## src/rtl/fetch_control_pkg.sv

```systemverilog
// Shared types and constants for the instruction-fetch sequencing controller.
package fetch_control_pkg;

   // Controller states; reset enters BOOT.
   typedef enum logic [1:0] {
      BOOT   = 2'd0,
      RUN    = 2'd1,
      HALTED = 2'd2
   } fc_state_e;

   // Register $0 is hard-wired to zero, so a load into it can never create a hazard.
   localparam logic [4:0] REG_ZERO = 5'd0;

endpackage

```

## src/rtl/sat_counter.sv

```systemverilog
// Saturating event counter: counts inc pulses, holds at all-ones.
module sat_counter #(
   parameter int unsigned CNT_W = 16
) (
   input  logic             clk,
   input  logic             rst_n,
   input  logic             inc,
   output logic [CNT_W-1:0] count
);

   logic [CNT_W-1:0] count_q;
   logic [CNT_W-1:0] count_d;

   // Next count: increment unless already saturated.
   always_comb begin
      count_d = count_q;
      if (inc && (count_q != '1)) begin
         count_d = count_q + {{(CNT_W-1){1'b0}}, 1'b1};
      end
   end

   // Count register, cleared asynchronously.
   always_ff @(posedge clk or negedge rst_n) begin
      if (!rst_n) begin
         count_q <= '0;
      end else begin
         count_q <= count_d;
      end
   end

   assign count = count_q;

endmodule

```

## src/rtl/fetch_control.sv

```systemverilog
// Fetch-stage sequencing controller: boot hold, load-use stall, redirect,
// imem wait and halt handling, plus stall/flush performance counters.
module fetch_control
   import fetch_control_pkg::*;
#(
   parameter int unsigned BOOT_CYCLES = 4,
   parameter int unsigned CNT_W       = 16
) (
   input  logic             clk,
   input  logic             rst_n,
   input  logic             inMemRead_EX,
   input  logic [4:0]       inRt_EX,
   input  logic [4:0]       inRs_ID,
   input  logic [4:0]       inRt_ID,
   input  logic             inBranchTaken,
   input  logic             inJump_ID,
   input  logic             inHalt_ID,
   input  logic             inImemReady,
   output logic             outPCWrite,
   output logic             outIF_IDWrite,
   output logic             outIF_Flush,
   output logic             outPCSrc,
   output logic             outJump,
   output logic             outBubble,
   output logic             outHalted,
   output logic [CNT_W-1:0] outStallCnt,
   output logic [CNT_W-1:0] outFlushCnt
);

   localparam logic [7:0] BOOT_LAST = 8'(BOOT_CYCLES - 1);

   fc_state_e  state_q, state_d;
   logic [7:0] boot_cnt_q, boot_cnt_d;
   logic       load_use;
   logic       stall_inc;
   logic       flush_inc;

   // Load-use hazard: the EX load writes a register the ID instruction reads.
   always_comb begin
      load_use = inMemRead_EX && (inRt_EX != REG_ZERO) &&
                 ((inRt_EX == inRs_ID) || (inRt_EX == inRt_ID));
   end

   // Control outputs and next state; outputs are combinational so the fetch
   // datapath consumes them at the same edge.
   always_comb begin
      outPCWrite    = 1'b0;
      outIF_IDWrite = 1'b1;
      outIF_Flush   = 1'b1;
      outPCSrc      = 1'b0;
      outJump       = 1'b0;
      outBubble     = 1'b0;
      outHalted     = 1'b0;
      stall_inc     = 1'b0;
      flush_inc     = 1'b0;
      state_d       = state_q;
      boot_cnt_d    = boot_cnt_q;

      unique case (state_q)
         RUN: begin
            if (load_use) begin
               outIF_IDWrite = 1'b0;
               outIF_Flush   = 1'b0;
               outBubble     = 1'b1;
               stall_inc     = 1'b1;
            end else if (inHalt_ID) begin
               state_d = HALTED;
            end else if (inJump_ID || inBranchTaken) begin
               outPCWrite = 1'b1;
               outJump    = inJump_ID;
               outPCSrc   = inBranchTaken & ~inJump_ID;
               flush_inc  = 1'b1;
            end else if (!inImemReady) begin
               stall_inc = 1'b1;
            end else begin
               outPCWrite  = 1'b1;
               outIF_Flush = 1'b0;
            end
         end
         HALTED: begin
            outHalted = 1'b1;
         end
         default: begin
            // BOOT (and the unused encoding, which recovers through BOOT).
            boot_cnt_d = boot_cnt_q + 8'd1;
            if (state_q != BOOT) begin
               state_d    = BOOT;
               boot_cnt_d = '0;
            end else if (boot_cnt_q == BOOT_LAST) begin
               state_d = RUN;
            end
         end
      endcase
   end

   // State and boot counter registers.
   always_ff @(posedge clk or negedge rst_n) begin
      if (!rst_n) begin
         state_q    <= BOOT;
         boot_cnt_q <= '0;
      end else begin
         state_q    <= state_d;
         boot_cnt_q <= boot_cnt_d;
      end
   end

   sat_counter #(.CNT_W(CNT_W)) u_stall_cnt (
      .clk   (clk),
      .rst_n (rst_n),
      .inc   (stall_inc),
      .count (outStallCnt)
   );

   sat_counter #(.CNT_W(CNT_W)) u_flush_cnt (
      .clk   (clk),
      .rst_n (rst_n),
      .inc   (flush_inc),
      .count (outFlushCnt)
   );

endmodule

```

## config.mk

```make
export PLATFORM = sky130hd
export DESIGN_NAME = fetch_control
export DESIGN_NICKNAME = d
export VERILOG_FILES = /design/src/rtl/fetch_control_pkg.sv /design/src/rtl/sat_counter.sv /design/src/rtl/fetch_control.sv
export SDC_FILE = /design/constraint.sdc
export NUM_CORES = 1
export LEC_CHECK = 0
export BUFFER_PORTS_ARGS = -buffer_cell sky130_fd_sc_hd__buf_2
export CORE_MARGIN = 3
export CORE_UTILIZATION = 45
export DETAILED_ROUTE_END_ITERATION = 12
export HOLD_SLACK_MARGIN = 0.12
export PLACE_DENSITY = 0.7
export SYNTH_ARGS = -nofsm -noshare
export SYNTH_HDL_FRONTEND = slang
export SYNTH_SLANG_ARGS = --single-unit
```

## constraint.sdc

```tcl
create_clock -name clk -period 3.9 [get_ports clk]
set_input_delay 0.78 -clock clk [delete_from_list [all_inputs] [get_ports clk]]
set_output_delay 0.78 -clock clk [all_outputs]
set_load 0.01 [all_outputs]
```

==> summary.md <==
| Metric | Value |
|---|---|
| Status | finished clean |
| Sequence of cells on the critical path | buf_2 -> or4_1 -> o21a_1 -> and2_1 -> nand2_1 -> inv_1 -> a31oi_1 -> buf_2 |
| Top cell by count, worst path | buf_2 |
| Total chip power | about 1.3 mW |
| Setup slack of the worst register-to-register path | roughly 1.4 ns |
| Post-route clock period utilization | approximately 82% |
| Remaining number of nets flagged by the antenna check after routing | 0 |
| Die width | approximately 78 um |
| Setup Buffers After CTS | 0 |
| Resize count post-CTS | 0 |
| DR pass1 iterations | 5 |
| Antenna diodes | 0 |
| Max FO, Critical Path | 10 |
| Async S/R FF share, synth | between 90% and 100% |
| Initial Util | about 48% |
| Clock tree from TritonCTS | yes |
| Insertion delay of the later-clocked pin in the worst-skew pair | slightly below 0.3 ns |
| Crit path arrival time | between 2 and 2.5 ns |
| Post-Syn Area | approximately 2300 um2 |
| Net count after synthesis | roughly 270 |
| Maximum clock rate | between 300 and 400 MHz |
| Longest Clk Path Bufs | 2 |
| Die Y | between 70 and 80 um |
| Total via count in the routed design | between 1,500 and 2,000 |
| Via count of the first global-routing pass | between 1,500 and 2,000 |
| Top-area cell type share of the netlist area | ~45% |
| Count of distinct cell types in the synthesized netlist | 40 |
| Clk root buf | clkbuf_8 |
| Slowest Stage Delay on Critical Path | 0.53 ns |
| Clk sinks | 42 |
| Crit path setup slack, layout | roughly 0.7 ns |
| Post-Place Setup Slack | around 0.68 ns |
| Slowest cell on the critical path | or4_1 |
| End of the critical path | outIF_Flush |
| Worst hold path stage count | 1 |
| Routed wire length | 4740 um |
| CTS Buf Count | 5 |
| Setup Skew | around 0.0037 ns |
| Startpoint type of the worst setup path | primary input |
| Initial antenna violation count | 0 |
| Cell Rows | 25 |
| Hold Fails Final Rpt | 0 |
| CTS clock-pin slew for the worst setup and hold paths | 0.08 ns |
| Area of the core | about 4900 um2 |
| Crit end category | primary output |
| Hold-fix buffer count after cts | 0 |
| Setup total negative slack | 0 ns |
| Slew headroom | about two fifths |
| IR Drop Worst-Case VDD | ~0.25 mV |
| Post-Syn Instances | about 240 |
| Count of buffers from port buffering | 60 |
| Per-cell routed wire length | around 13 um |
| Avg Cell Area, Syn | 9.84 um2 |
| Final Max Tran Viols | 0 |
| DR vias/cell | between 5 and 6 |
| Yosys top cell by area | dfrtp_1 |
| Final worst path period need | between 3 and 4 ns |
| Number of cells traversed by the worst register-to-register path | 7 |
| Most used standard cell by instance count after synthesis | dfrtp_1 |
| Post-Route Hold Slack | about 0.5 ns |
| Area of the die | ~6100 um2 |
| Type of the worst setup path | in2out |
| Detailed-placement wirelength estimate | around 3600 um |
| Number of max-cap violations | 0 |
| Endpoint of the worst register-to-register path | u_stall_cnt.count[10] |
| Required time of the worst setup path | between 3 and 4 ns |
| Top-level I/O count | between 60 and 70 |
| Leak Pwr | 1.40 nW |
| Setup repair after global routing missed its margin | no |
| Final GP Congestion | between 0.8 and 0.9 |
| Top flip-flop cell by instance count after synthesis | dfrtp_1 |
| DRC Markers | 0 |
| Tightest Pin Transition | ~0.92 ns |
| Net count reported at finish | 333 |
| Number of failing setup endpoints in the final timing report | 0 |
| Non-filler cells in the finished layout | 372 |
| DR iter-0 viols | 86 |
| Largest net degree at the start of global routing | 43 |
| Overall Global Routing Usage | 16.3% |
| P per Cell Area | about 450 nW/um2 |
| Top area cells in the synthesized netlist | dfrtp_1, xnor2_1, xor2_1 |
| Wire length of the first global-routing pass | ~8000 um |
| Seq/Total Area, Yosys | between 40 and 50% |
| H-tree depth reported by CTS | 2 |
| Aggregate global routing overflow | 0 |
| Layout area overhead | 20.6% |
| Leading post-synthesis cells by instance count | dfrtp_1, nand2_1, xnor2_1 |
| Layout cells sized above 1 | approximately a quarter |
| Count of flip-flops with a built-in enable after synthesis | 0 |
| R2R Path Start | u_stall_cnt.count[0] |
| Worst hold path type | reg2reg |
| Number of placed instances with taps included | ~360 |
| Crit. Startpoint | inRt_EX[1] |
| Number of synthesized register bits | 42 |
| Number of warnings printed during yosys synthesis | 0 |
through the flow:
stage | utilization [%] | cell area (um2)
2_1_floorplan | - | 2340
3_3_place_gp | 55.9 | 2730
3_5_place_dp | 55.9 | 2730
4_1_cts | 57.8 | 2820
5_1_grt | 57.8 | 2820
6_report | 57.8 | 2820
cell usage in the layout, fill, tap and decap left out, types with 7 or more instances in the layout:
cell	synthesis	final
nor2_1	19	19
xor2_1	20	20
buf_2	1	60
nand4_1	9	9
dfrtp_1	42	42
inv_1	7	7
xnor2_1	22	22
nand3_1	15	15
nor3_1	14	14
ha_1	7	7
nand2_1	26	26
cells by family after synthesis:
| logic type | Yosys count | share of synthesized area, % |
|---|---|---|
| compound gates | 21 | 7.11 |
| flops | 42 | 44.9 |
| mux | 5 | 2.30 |
| fa+ha+maj | 7 | 3.74 |
| buf+inv | 10 | 1.66 |
| xor+xnor | 42 | 15.7 |
| simple gates | 111 | 24.6 |
layer usage:
metal  vias up  GRT usage (%)  wire length (um)
li1        976              -                 -
met4         0           5.77                59
met3         6           4.01               253
met2        51           27.2              2220
met1       913           20.6              2210
met5         -              0                 0
how the worst min path moves through the flow:
stage | start | endpoint
after floorplan | rst_n | boot_cnt_q[0]
after global placement | u_stall_cnt.count[15] | u_stall_cnt.count[15]
after detailed placement | u_stall_cnt.count[15] | u_stall_cnt.count[15]
after CTS | u_stall_cnt.count[15] | u_stall_cnt.count[15]
after global routing | u_stall_cnt.count[15] | u_stall_cnt.count[15]
final | u_stall_cnt.count[15] | u_stall_cnt.count[15]
flip-flops by register name, summed over array words and instances, names as in the netlist:
register / cells
boot_cnt_q: 8
state_q: 2
u_flush_cnt.count: 16
u_stall_cnt.count: 16
layout make-up:
cell class | count | area [um2]
clock buffer | 6 | 82.6
clock inverter | 2 | 12.5
fill | 446 | 2060
inverter | 7 | 26.3
multi-input combinational | 186 | 1250
sequential | 42 | 1050
tap | 67 | 83.8
timing repair buffer | 62 | 315
power breakdown:
group	switching [mW]	internal [mW]
clock	0.149	0.142
combinational	0.232	0.169
sequential	0.0711	0.498
total	0.452	0.810
critical path: cells and delay by family:
family | cells | cell delay (ns)
simple gates | 3 | 0.96
buf+inv | 3 | 0.32
compound gates | 2 | 0.38
(Power assumes the default switching activity.)
